<file path="src/rtl/uart_rx_if.sv">
// rtl/uart_rx_if.sv - received-byte buffer handshake between UART receiver and byte consumer
interface uart_rx_if #(
    parameter int DATA_BITS = 8
);
    logic [DATA_BITS-1:0] data_out;
    logic                 valid;
    logic                 ready;
    logic                 parity_error;
    logic                 stopbit_error;

    modport master (
        output data_out,
        output valid,
        output parity_error,
        output stopbit_error,
        input  ready
    );

    modport slave (
        input  data_out,
        input  valid,
        input  parity_error,
        input  stopbit_error,
        output ready
    );
endinterface

</file>
<file path="src/rtl/uart_rx_ctrl.sv">
// rtl/uart_rx_ctrl.sv - UART receive sequencer: start validation, LSB-first data, parity, stop, one-entry buffer
module uart_rx_ctrl #(
    parameter int CLKS_PER_BIT = 16,
    parameter int DATA_BITS    = 8,
    parameter int PARITY_EN    = 1,
    parameter int PARITY_ODD   = 0
) (
    input  logic      clk,
    input  logic      rst,
    input  logic      rx_i,
    input  logic      enable,
    uart_rx_if.master rx_out,
    output logic      overrun,
    output logic      busy
);
    localparam int HALF = CLKS_PER_BIT / 2;
    localparam int CW   = $clog2(CLKS_PER_BIT);
    localparam int IW   = (DATA_BITS > 1) ? $clog2(DATA_BITS) : 1;

    typedef enum logic [2:0] {IDLE, START, DATA, PARITY, STOP} state_t;

    state_t               state, state_nx;
    logic [CW-1:0]        cnt, cnt_nx;
    logic [IW-1:0]        idx, idx_nx;
    logic [DATA_BITS-1:0] shreg, shreg_nx;
    logic                 perr, perr_nx;
    logic                 armed, armed_nx;
    logic                 sync1, rx_s;
    logic                 commit, serr, bit_end;

    assign busy    = (state != IDLE);
    assign bit_end = (cnt == CW'(CLKS_PER_BIT - 1));

    always_comb begin
        state_nx = state;
        cnt_nx   = cnt;
        idx_nx   = idx;
        shreg_nx = shreg;
        perr_nx  = perr;
        armed_nx = armed;
        commit   = 1'b0;
        serr     = 1'b0;
        case (state)
            IDLE: begin
                // armed only rises on a seen high level, so a held-low line (break) never retriggers
                if (rx_s) begin
                    armed_nx = 1'b1;
                end else if (armed && enable) begin
                    state_nx = START;
                    cnt_nx   = '0;
                    armed_nx = 1'b0;
                end
            end
            START: begin
                if (cnt == CW'(HALF - 1)) begin
                    cnt_nx = '0;
                    if (rx_s) begin
                        state_nx = IDLE;
                    end else begin
                        state_nx = DATA;
                        idx_nx   = '0;
                        perr_nx  = 1'b0;
                    end
                end else begin
                    cnt_nx = cnt + 1'b1;
                end
            end
            DATA: begin
                if (bit_end) begin
                    cnt_nx   = '0;
                    shreg_nx = {rx_s, shreg[DATA_BITS-1:1]};
                    if (idx == IW'(DATA_BITS - 1)) begin
                        state_nx = (PARITY_EN != 0) ? PARITY : STOP;
                    end else begin
                        idx_nx = idx + 1'b1;
                    end
                end else begin
                    cnt_nx = cnt + 1'b1;
                end
            end
            PARITY: begin
                if (bit_end) begin
                    cnt_nx   = '0;
                    perr_nx  = (^shreg) ^ rx_s ^ (PARITY_ODD != 0);
                    state_nx = STOP;
                end else begin
                    cnt_nx = cnt + 1'b1;
                end
            end
            STOP: begin
                // leaving at mid-stop leaves half a bit to catch the next start edge
                if (bit_end) begin
                    cnt_nx   = '0;
                    commit   = 1'b1;
                    serr     = ~rx_s;
                    state_nx = IDLE;
                end else begin
                    cnt_nx = cnt + 1'b1;
                end
            end
            default: state_nx = IDLE;
        endcase
        if (!enable) begin
            state_nx = IDLE;
            cnt_nx   = '0;
            commit   = 1'b0;
        end
    end

    always_ff @(posedge clk) begin
        if (rst) begin
            sync1                <= 1'b1;
            rx_s                 <= 1'b1;
            state                <= IDLE;
            cnt                  <= '0;
            idx                  <= '0;
            shreg                <= '0;
            perr                 <= 1'b0;
            armed                <= 1'b0;
            rx_out.data_out      <= '0;
            rx_out.valid         <= 1'b0;
            rx_out.parity_error  <= 1'b0;
            rx_out.stopbit_error <= 1'b0;
            overrun              <= 1'b0;
        end else begin
            sync1   <= rx_i;
            rx_s    <= sync1;
            state   <= state_nx;
            cnt     <= cnt_nx;
            idx     <= idx_nx;
            shreg   <= shreg_nx;
            perr    <= perr_nx;
            armed   <= armed_nx;
            overrun <= 1'b0;
            if (commit && (!rx_out.valid || rx_out.ready)) begin
                rx_out.data_out      <= shreg;
                rx_out.parity_error  <= perr;
                rx_out.stopbit_error <= serr;
                rx_out.valid         <= 1'b1;
            end else if (commit) begin
                overrun <= 1'b1;
            end else if (rx_out.valid && rx_out.ready) begin
                rx_out.valid <= 1'b0;
            end
        end
    end
endmodule

</file>
<file path="src/flat_wrapper.sv">
// flat-port wrapper written by rule: the top's interface ports become plain ports
module uart_rx_ctrl_flat 
#(
    parameter int CLKS_PER_BIT = 16,
    parameter int DATA_BITS    = 8,
    parameter int PARITY_EN    = 1,
    parameter int PARITY_ODD   = 0
)
  (clk, rst, rx_i, enable, overrun, busy, rx_out_data_out, rx_out_valid, rx_out_parity_error, rx_out_stopbit_error, rx_out_ready);
  uart_rx_if #(.DATA_BITS(DATA_BITS)) rx_out_i ();
  input  logic clk;
  input  logic rst;
  input  logic rx_i;
  input  logic enable;
  output logic overrun;
  output logic busy;
  output wire logic [$bits(rx_out_i.data_out)-1:0] rx_out_data_out;
  output wire logic [$bits(rx_out_i.valid)-1:0] rx_out_valid;
  output wire logic [$bits(rx_out_i.parity_error)-1:0] rx_out_parity_error;
  output wire logic [$bits(rx_out_i.stopbit_error)-1:0] rx_out_stopbit_error;
  input wire logic [$bits(rx_out_i.ready)-1:0] rx_out_ready;
  assign rx_out_data_out = rx_out_i.data_out;
  assign rx_out_valid = rx_out_i.valid;
  assign rx_out_parity_error = rx_out_i.parity_error;
  assign rx_out_stopbit_error = rx_out_i.stopbit_error;
  assign rx_out_i.ready = rx_out_ready;
  uart_rx_ctrl #(.CLKS_PER_BIT(CLKS_PER_BIT), .DATA_BITS(DATA_BITS), .PARITY_EN(PARITY_EN), .PARITY_ODD(PARITY_ODD)) u_core (.clk(clk), .rst(rst), .rx_i(rx_i), .enable(enable), .rx_out(rx_out_i), .overrun(overrun), .busy(busy));
endmodule
</file>
<file path="config.mk">
export PLATFORM = sky130hd
export DESIGN_NAME = uart_rx_ctrl_flat
export DESIGN_NICKNAME = d
export VERILOG_FILES = /design/src/rtl/uart_rx_if.sv /design/src/rtl/uart_rx_ctrl.sv /design/src/flat_wrapper.sv
export SDC_FILE = /design/constraint.sdc
export NUM_CORES = 1
export LEC_CHECK = 0
export CAP_MARGIN = 25
export CELL_PAD_IN_SITES_DETAIL_PLACEMENT = 1
export CELL_PAD_IN_SITES_GLOBAL_PLACEMENT = 1
export CORE_MARGIN = 4
export CORE_UTILIZATION = 40
export CTS_CLUSTER_SIZE = 28
export DETAILED_ROUTE_END_ITERATION = 7
export GPL_TIMING_DRIVEN = 0
export MAX_ROUTING_LAYER = met4
export PLACE_DENSITY = 0.72
export SYNTH_ARGS = -nofsm -noshare
export SYNTH_HDL_FRONTEND = slang
export SYNTH_SLANG_ARGS = --single-unit
</file>
<file path="constraint.sdc">
create_clock -name clk -period 3.1 [get_ports clk]
set_clock_uncertainty 0.15 [all_clocks]
set_input_delay 0.465 -clock clk [delete_from_list [all_inputs] [get_ports clk]]
set_output_delay 0.465 -clock clk [all_outputs]
set_load 0.02 [all_outputs]
</file>
## Word level (Yosys, flattened, before mapping)

Cells that the tools add are included.
Widths: inputs -> output; s select.

| word-level totals | value |
|---|---|
| flip-flop bits (word level) | 34 |
| latch bits | 0 |
| memory bits (writable) | 0 |
| ROM bits | 0 |
| output and inout port bits | 13 |
| logic and storage cells | 92 |
| memories | 0 |

| operators by class | value |
|---|---|
| add/subtract/negate cells | 2 |
| multipliers | 0 |
| div/mod/pow operators | 0 |
| $lt $le $gt $ge | 0 |
| equal/unequal tests | 17 |
| shift-type cells | 0 |
| multiplexer cells | 34 |
| bitwise gates (word level) | 3 |
| reduce and logical (&&, ||, !) cells | 23 |

Operators by type and width:

| kind | number |
|---|---|
| $mux 3 | 11 |
| $mux 4 | 4 |
| $pmux 3 s5 | 1 |
| $mux 1 | 14 |
| $ne 2x1->1 const B | 6 |
| $pmux 4 s3 | 1 |
| $ne 2x2->1 const B | 4 |
| $reduce_bool 2->1 | 4 |
| $reduce_xor 8->1 | 1 |
| $reduce_and 7->1 | 1 |
| $eq 3x2->1 const B | 2 |
| $eq 3x3->1 const B | 2 |
| $pmux 3 s2 | 1 |
| $reduce_and 2->1 | 3 |
| $reduce_bool 3->1 | 2 |
| $reduce_and 5->1 | 1 |
| $add 4x1->4 const B | 1 |
| $eq 4x3->1 const B | 1 |
| $eq 4x4->1 const B | 1 |
| $reduce_and 4->1 | 1 |
| $reduce_or 2->1 | 2 |
| $add 3x1->3 const B | 1 |
| $eq 3x1->1 const B | 1 |
| $logic_and 1x1->1 | 3 |
| other kinds (9) | 10 |

## Depth between registers and ports, before layout

Gate-level depths: netlist (run 1).

| logic depth | value |
|---|---|
| word-level depth | 7 |
| depth in mapped cells | 7 |
| gate-level depth less buffers | 6 |

## Worst setup path before layout (run 1)

Ideal clock, no wire load.

| path | value |
|---|---|
| kind | register -> register |
| from | register u_core.cnt[0] |
| to | register u_core.idx[1] |
| setup time | 0.071 ns |
| arrival | 1.661 ns |
| data required time | 2.879 ns |
| setup slack | 1.218 ns |
| cell stages (with the launch flop) | 7 |
| path through | dfxtp_1 > ha_1 > nand4_2 > or3_4 > buf_6 > or3b_1 > a21oi_1 |

| between the ends | value |
|---|---|
| cells in the longest elaborated chain, start to end | 3 |
| elaborated cells between the ends (all ways) | 5 |
| classes of those cells | eq/ne: 4; reduce/logical: 1 |

Ends and longest elaborated chain:

| element | line | text |
|---|---|---|
| start: declaration | uart_rx_ctrl.sv:23 | `logic [CW-1:0] cnt, cnt_nx;` |
| start signal: assignment | uart_rx_ctrl.sv:129 | `cnt <= cnt_nx;` |
| $eq 4x4->1 or $eq 4x3->1 (tied branches) | uart_rx_ctrl.sv:32, uart_rx_ctrl.sv:55 |  |
| $ne 2x1->1 (no source line) | - |  |
| $reduce_and 5->1 (no source line) (*) | - |  |
| end signal: assignment | uart_rx_ctrl.sv:130 | `idx <= idx_nx;` |
| end: declaration | uart_rx_ctrl.sv:24 | `logic [IW-1:0] idx, idx_nx;` |

Mark *: on every way between the ends. The rest lies on a longest branch, timed or not.
A chain may end at the register's enable or synchronous reset.

## Worst setup path after layout (run 1)

| path | value |
|---|---|
| from | register u_core.state[2] |
| to | output port busy |

| between the ends | value |
|---|---|
| cells in the longest elaborated chain, start to end | 1 |

Ends and longest elaborated chain:

| element | line | text |
|---|---|---|
| start: declaration | uart_rx_ctrl.sv:22 | `state_t state, state_nx;` |
| start signal: assignment | uart_rx_ctrl.sv:128 | `state <= state_nx;` |
| $reduce_bool 3->1 | uart_rx_ctrl.sv:31 | `assign busy = (state != IDLE);` |
| end: declaration | flat_wrapper.sv:16 | `output logic busy;` |

Every way passes these cells.

==> results of run 1 <==
==> per-stage QoR <==
step                      utilization, %  hold WS (ns)  total power, uW  std cells
after floorplan                        -         0.239              463        178
after global placement              48.2         0.243              473        243
after detailed placement            48.2         0.265              474        243
after CTS                           51.2         0.283              889        250
after global routing                51.2         0.303              911        250
final                               51.2         0.281              879        250
==> state kept, by name (all words and copies together) (netlist names), 3 cells and up <==
name / count
u_core.cnt: 4
u_core.rx_out.data_out: 8
u_core.idx: 3
u_core.shreg: 8
u_core.state: 3
==> cells by family after synthesis <==
| family | after synthesis | share of synthesized area [%] |
|---|---|---|
| AOI/OAI and AO/OA | 37 | 14.4 |
| muxes | 11 | 7.08 |
| DFF | 34 | 43.3 |
| adders and majority gates | 3 | 2.39 |
| xor gates and xnor gates | 7 | 4.77 |
| and+or+nand+nor | 73 | 23.9 |
| buffers and inverters | 13 | 4.22 |
==> power by group through the flow <==
stage          combinational (uW)  sequential [uW]  clock, uW
4_1_cts                      23.8              441        424
2_1_floorplan                12.9              450          0
3_5_place_dp                 23.7              451          0
6_report                     23.2              441        415
3_3_place_gp                 22.6              451          0
5_1_grt                      26.0              441        444
==> worst max-delay path by stage <==
stage,slack [ns],end,start,depth (start not counted)
finish,0.44,busy,u_core.state[2],4
global route,0.29,busy,u_core.state[2],4
CTS,0.44,busy,u_core.state[2],4
detailed placement,0.79,busy,u_core.state[2],4
global placement,0.81,busy,u_core.state[2],4
floorplan,1.22,u_core.idx[1],u_core.cnt[0],6
==> Yosys cell counts (2+ instances only) <==
cell type,n,area [sq um]
sky130_fd_sc_hd__a21oi_1,17,85.1
sky130_fd_sc_hd__a22oi_1,2,15.0
sky130_fd_sc_hd__a311oi_1,2,17.5
sky130_fd_sc_hd__buf_2,2,10.0
sky130_fd_sc_hd__buf_4,2,15.0
sky130_fd_sc_hd__clkbuf_1,6,22.5
sky130_fd_sc_hd__dfxtp_1,34,681
sky130_fd_sc_hd__ha_1,3,37.5
sky130_fd_sc_hd__inv_1,2,7.51
sky130_fd_sc_hd__mux2i_1,10,100
sky130_fd_sc_hd__nand2_1,26,97.6
sky130_fd_sc_hd__nand2b_1,2,12.5
sky130_fd_sc_hd__nand3_1,5,25.0
sky130_fd_sc_hd__nor2_1,13,48.8
sky130_fd_sc_hd__nor2b_1,3,18.8
sky130_fd_sc_hd__nor3_1,4,20.0
sky130_fd_sc_hd__nor3b_1,3,22.5
sky130_fd_sc_hd__o21ai_0,7,35.0
sky130_fd_sc_hd__or2_2,3,18.8
sky130_fd_sc_hd__or3_1,3,18.8
sky130_fd_sc_hd__xnor2_1,6,52.6
==> routing by layer <==
| layer | wire length (um) | track usage (%) | up-vias |
|---|---|---|---|
| met5 | 0 | - | - |
| met4 | 106 | 8.56 | 0 |
| met3 | 96 | 3.69 | 9 |
| met2 | 1890 | 27.9 | 20 |
| met1 | 1860 | 21.1 | 641 |
| li1 | - | - | 672 |
==> cell type report <==
class                           instances  area share [%]
Sequential cell                        34            35.5
Clock inverter                          1            1.57
Clock buffer                            6            4.31
Buffer                                 11            3.07
Multi-Input combinational cell        131            43.1
Inverter                                2           0.392
Tap cell                               48            3.14
Timing Repair Buffer                   17            8.88
==> summary by stage, run 1 <==
Finish
The post-layout instance area is 0.00192 sq mm. The share of final-layout standard cells stronger than drive strength 1 is 9.90%. 0 antenna diodes ended up in the layout.

The footprint of the multi-input gates is 826 sq um. The relative area change from synthesis to final layout is 21.8%. The sequential cells in the finished layout cover a total of 681 sq um. Leaving out fill and tap cells, the most frequent cell in the layout is sky130_fd_sc_hd__dfxtp_1.

The library cells used most frequently in the layout, excluding fill and tap cells, are sky130_fd_sc_hd__dfxtp_1 (34), sky130_fd_sc_hd__nand2_1 (26), sky130_fd_sc_hd__a21oi_1 (17), sky130_fd_sc_hd__clkdlybuf4s50_1 (17), sky130_fd_sc_hd__nor2_1 (13). Fill cells in the final layout number 469. In the final design database the tool counted 210 nets.

STA
The post-route minimum period is 2.66 ns. Setup repair after global routing left no endpoint under its margin. The setup violation total in the final timing report is 0.

The headroom to the max-slew limit is 64.1%. The share of the clock period used by the worst path after layout is 85.7%. The number of hold-slack violations in the final timing report is 0. Adding up every negative setup slack in the final design gives 0 ns. The slew at the pin with the worst max-slew slack is 0.537 ns. The total count of max-transition violations in the final report is 0. Setup slack closes at 0.444 ns.

The maximum clock frequency is 0.376 GHz.

Clock network
The H-tree depth is 2. The clock latency reported for the late side of the worst-skew pair is 0.29 ns. The clock tree from TritonCTS is done.

After clock tree synthesis, the repair step resized 0 gates. The longest clock path from root to sink contains 2 buffers. Clock tree synthesis inserted a total of 5 buffers. The post-CTS repair timing setup buffer count is 0. The root buffer cell chosen for the clock tree is sky130_fd_sc_hd__clkbuf_8. Clock-pin slew was measured on the worst setup and hold paths at 0.06 ns. The hold buffer count at cts is 0. The number of clock sinks is 34.

Floorplan
The die is 70.7 um tall. In this run the horizontal extent of the chip is 70.7 um. The initial core utilization is 42.0%. In this run the core area contains 22 standard-cell rows. The total die area is 0.00500 sq mm. In this run the standard cell core region covers 0.00374 sq mm. 18 I/O pins were placed.

Routing
The DRC violation count after routing is 0. The detailed-route wire length per cell is 15.8 um. The residual antenna-violating net count after detailed routing is 0.

The number of iterations in the first detailed-routing pass is 4. The sum of routed wire length over all layers is 3.95 mm. Summing over every cut layer, the via total after detailed routing is 1,342. For this block, the initial DRC count from the detailed router was 45. Using the TritonRoute via totals, the vias-per-cell ratio works out to 5.37.

Worst hold path
In this run the most critical hold path is launched from u_core.sync1. The worst hold path cell count is 1. The worst min-delay path class is reg -> reg. The endpoint of the worst hold-timing path is u_core.rx_s.

Worst setup path
The critical path data arrival time is 2.04 ns. STA classifies the critical path endpoint as an output port. STA classifies the critical path startpoint as a register. The capture instance of the worst register-to-register path is u_core.idx[1]. The setup check on the worst reg-to-reg path leaves a slack of 1.01 ns. The family with the most delay on the worst path is buffers and inverters.

The largest stage delay on the critical path is 0.61 ns. The worst setup path is of the reg -> out kind. Data on the critical path is required at its endpoint by 2.48 ns.

The critical path goes through clkbuf_1 > nor3_1 > inv_1 > clkdlybuf4s50_1. The slowest stage of the critical path is the sky130_fd_sc_hd__clkdlybuf4s50_1 cell. Along the worst path, the maximum fanout reaches 10. Together, buffers and inverters on the worst path number 3.

The worst register-to-register path begins at u_core.cnt[1]. The cell depth of the worst flop-to-flop path is 6.

Pwr
The clock network burns 47.2% of the power. The power density of the placed cells is 459 mW/mm^2. The net switching power of the design is 173 uW.

Combinational logic is responsible for 2.6% of the overall power. The part of the power in registers is 50.1%. Net switching is 19.6% of the power. The internal portion of the total power is 707 uW.

The maximum resistive drop on vdd is 0.000246 V. Summed over all cells, the static leakage comes to 0.000737 uW.

Synth
In this run, synthesis inferred 0 flip-flops with an integrated enable. Counting distinct cell types in the post-synthesis netlist gives 44. The number of warnings issued by yosys is 0. The synthesized instance count is 178.

After synthesis the netlist holds a flip-flop and latch count of 34. In this run the cell area of the synthesized design comes to 0.00157 sq mm. In the synthesized netlist the dominant register cell turns out to be sky130_fd_sc_hd__dfxtp_1. Sequential elements use 43.3% of the synthesized area.

The number of nets in the synthesized netlist is 186. The share of synthesized flip-flops with an asynchronous set or reset is 0%. The mean area per synthesized cell is 8.84 sq um.

Global route
The number of antenna violations at the first check in global routing is 0. Global routing finished with a remaining overflow of 0. The overall track demand over capacity in global routing is 17.6%. The number of global-route vias before repair came to 1,442. The first global-routing pass estimated 6.76 mm of wire.

Entering global routing, the biggest net connects 11 pins.

Placed design
In this run the tool buffered the top-level ports with 17 buffer cells. Prior to clock tree synthesis, the placed netlist has a worst setup slack of 0.788 ns. The post-place instance area is 0.00180 sq mm. The placed wire-length estimate is 2.93 mm.

The congestion estimate from routability-driven global placement came to 0.795.

Run
Max-cap violations in this run came to 0.

Run status
The flow ran to the end, and the final reports show no timing, DRC or antenna violations.
Power figures use the tool's default switching activity.
==> run 2, diff against run 1 <==
--- a/config.mk
+++ b/config.mk
@@ -15,6 +15,7 @@
 export GPL_TIMING_DRIVEN = 0
 export MAX_ROUTING_LAYER = met4
 export PLACE_DENSITY = 0.72
+export RECOVER_POWER = 25
 export SYNTH_ARGS = -nofsm -noshare
 export SYNTH_HDL_FRONTEND = slang
 export SYNTH_SLANG_ARGS = --single-unit
==> run 2 against run 1 <==
  * Count of clock-buffer cells in the layout did not move
  * Cell area unchanged
  * First-iteration DRC count did not move
==> summary by stage, run 2 (synthesis results as in run 1) <==
Clock network
The post-CTS repair timing setup buffer count is 0 (unchanged). The hold buffer count at cts is 0 (unchanged). The H-tree depth was 2 (unchanged). The number of gates resized after cts is 0 (unchanged). The cell sitting at the root of the clock tree is a sky130_fd_sc_hd__clkbuf_8. The clock transition at the register clock pins on the worst setup and hold paths after CTS is 0.06 ns (about the same).

The clock latency reported for the late side of the worst-skew pair is 0.29 ns (about the same). TritonCTS built the clock tree. The maximum count of clock buffers along a single path is 2 (unchanged). The number of buffers created by CTS is 5 (unchanged).

The number of clock sinks is 34 (unchanged).

Worst setup path
The startpoint identified for the worst register-to-register timing path is u_core.cnt[1]. Tracing the worst setup path back leads to its startpoint at u_core.state[2]. The register-to-register path setup slack was 1.01 ns (about the same).

The capture instance of the worst register-to-register path is u_core.idx[1]. The nature of the critical path startpoint is a register. The setup path with the least slack is of type reg -> out. The largest fanout of any net on the critical path is 10 (unchanged).

The critical path data arrival time is 2.04 ns (about the same). The endpoint type of the worst setup path is an output port. The cell depth of the worst flop-to-flop path is 6 (unchanged). The required time of the worst setup path is 2.48 ns (about the same).

The capturing instance or port of the critical path is busy.

Finish
The total of fill cells in the finished design was 469 (unchanged). Leaving out fill and tap cells, the most frequent cells in the layout are sky130_fd_sc_hd__dfxtp_1 (34), sky130_fd_sc_hd__nand2_1 (26), sky130_fd_sc_hd__a21oi_1 (17), sky130_fd_sc_hd__nor2_1 (13), sky130_fd_sc_hd__clkdlybuf4s50_1 (12). The share of final-layout standard cells stronger than drive strength 1 is 9.90% (unchanged). The count of non-filler cells in the finished layout is 250 (unchanged). The antenna cell count is 0 (unchanged). Leaving out fill and tap cells, the most frequent cell in the layout is sky130_fd_sc_hd__dfxtp_1.

The relative area change from synthesis to final layout is 21.8% (unchanged). The net count of the finished layout was 210 (unchanged). The area taken by flip-flops and latches is 681 sq um (unchanged). The footprint of the multi-input gates came to 826 sq um (unchanged). The largest registers in the layout are u_core.rx_out.data_out (8), u_core.shreg (8), u_core.cnt (4).

STA
The share of the clock period used by the worst path after layout was 85.7% (unchanged). The total negative slack is 0 ns (unchanged). The slew at the pin with the worst max-slew slack came to 0.537 ns (unchanged). Setup repair after global routing left no endpoint under its margin.

The post-route minimum period is 2.66 ns (unchanged). The headroom to the max-slew limit is 64.1% (unchanged). The setup violation total in the final timing report is 0 (unchanged). The total count of max-transition violations in the final report is 0 (unchanged).

The maximum clock frequency was 0.376 GHz (unchanged). The number of hold-slack violations in the final timing report is 0 (unchanged). The final worst slack was 0.444 ns (unchanged).

Placed design
The count of buffers from port buffering is 17 (unchanged). The placement-stage worst setup slack is 0.788 ns (unchanged). The placed wire-length estimate is 2.93 mm (unchanged). The global placement routability congestion is 0.795 (unchanged). The post-placement cell count is 243 (unchanged).

Floorplan
The number of primary I/O pins is 18 (unchanged). The width of the die was 70.7 um (unchanged). The total die area is 0.00500 sq mm (unchanged). The initial core utilization is 42.0% (unchanged).

The area inside the core boundary came to 0.00374 sq mm (unchanged). The y dimension of the die is 70.7 um (unchanged). The cell row count is 22 (unchanged).

Run status
The flow ran to the end, and the final reports show no timing, DRC or antenna violations.

Routing
The via total after detailed routing is 1,342 (unchanged). The ratio of routed vias to standard cells was 5.37 (unchanged). The sum of routed wire length over all layers is 3.95 mm (about the same). The DRC marker count from the first detailed-route iteration is 45 (unchanged).

The number of iterations in the first detailed-routing pass is 4 (unchanged). The detailed-route wire length per cell came to 15.8 um (about the same). The DRC violation count after routing is 0 (unchanged). The residual antenna-violating net count after detailed routing came to 0 (unchanged).

Global route
The number of global-route vias before repair is 1,442 (unchanged). The largest net degree at the start of global routing is 11 (unchanged). The number of antenna violations at the first check in global routing is 0 (unchanged). The global-route wire length before repair is 6.76 mm (unchanged). The overall track demand over capacity in global routing came to 17.6% (unchanged). The global-route congestion overflow total is 0 (unchanged).

Pwr
The net switching power of the design came to 173 uW (about the same). The leakage power is 0.000749 uW (+1.5%). The maximum resistive drop on vdd is 0.000246 V (about the same). The cell internal power dissipation is 706 uW (about the same). The switching power as a share of total power came to 19.6% (about the same). The power density of the placed cells was 459 mW/mm^2 (about the same).

The clock network fraction of design power is 47.3% (about the same). The part of the power in combinational logic is 2.6% (about the same). The part of the power in registers was 50.2% (about the same).

Worst hold path
The worst hold path cell count is 1 (unchanged). The tightest min-delay check is of the reg -> reg type.

Run
The number of max-capacitance violations reported is 0 (unchanged).
[run 2: final cells by class]
cell class                      instances  area share [%]
Multi-Input combinational cell        131            43.1
Sequential cell                        34            35.5
Inverter                                2           0.392
Tap cell                               48            3.14
Clock inverter                          1            1.57
Timing Repair Buffer                   17            8.88
Buffer                                 11            3.07
Clock buffer                            6            4.31
[run 2: how the worst min path moves through the flow]
stage / startpoint / endpoint
6_report: u_core.sync1 / u_core.rx_s
5_1_grt: u_core.sync1 / u_core.rx_s
4_1_cts: u_core.sync1 / u_core.rx_s
3_5_place_dp: u_core.sync1 / u_core.rx_s
3_3_place_gp: u_core.sync1 / u_core.rx_s
2_1_floorplan: u_core.sync1 / u_core.rx_s
[run 2: per-stage QoR]
step	utilization (%)	hold slack [ns]	total power (uW)	area [sq um]
finish	51.2	0.281	879	1920
global route	51.2	0.303	910	1920
CTS	51.2	0.283	889	1920
detailed placement	48.2	0.265	474	1800
global placement	48.2	0.243	473	1800
floorplan	-	0.239	463	1570
[run 2: power groups by stage]
stage	combinational, uW	clock, uW	sequential [uW]
2_1_floorplan	12.9	0	450
3_3_place_gp	22.6	0	451
3_5_place_dp	23.7	0	451
4_1_cts	23.8	424	441
5_1_grt	25.5	444	441
6_report	22.7	415	441
[run 2: critical path: stages, from the launching register on]
cell	delay, ns
sky130_fd_sc_hd__dfxtp_1	0.47
sky130_fd_sc_hd__clkbuf_1	0.41
sky130_fd_sc_hd__nor3_1	0.16
sky130_fd_sc_hd__inv_1	0.11
sky130_fd_sc_hd__clkdlybuf4s50_1	0.61
[run 2: metal layers]
layer,wire [um],track usage (%)
met4,106,8.56
met1,1860,21.1
met2,1890,27.9
met5,0,-
met3,96,3.69
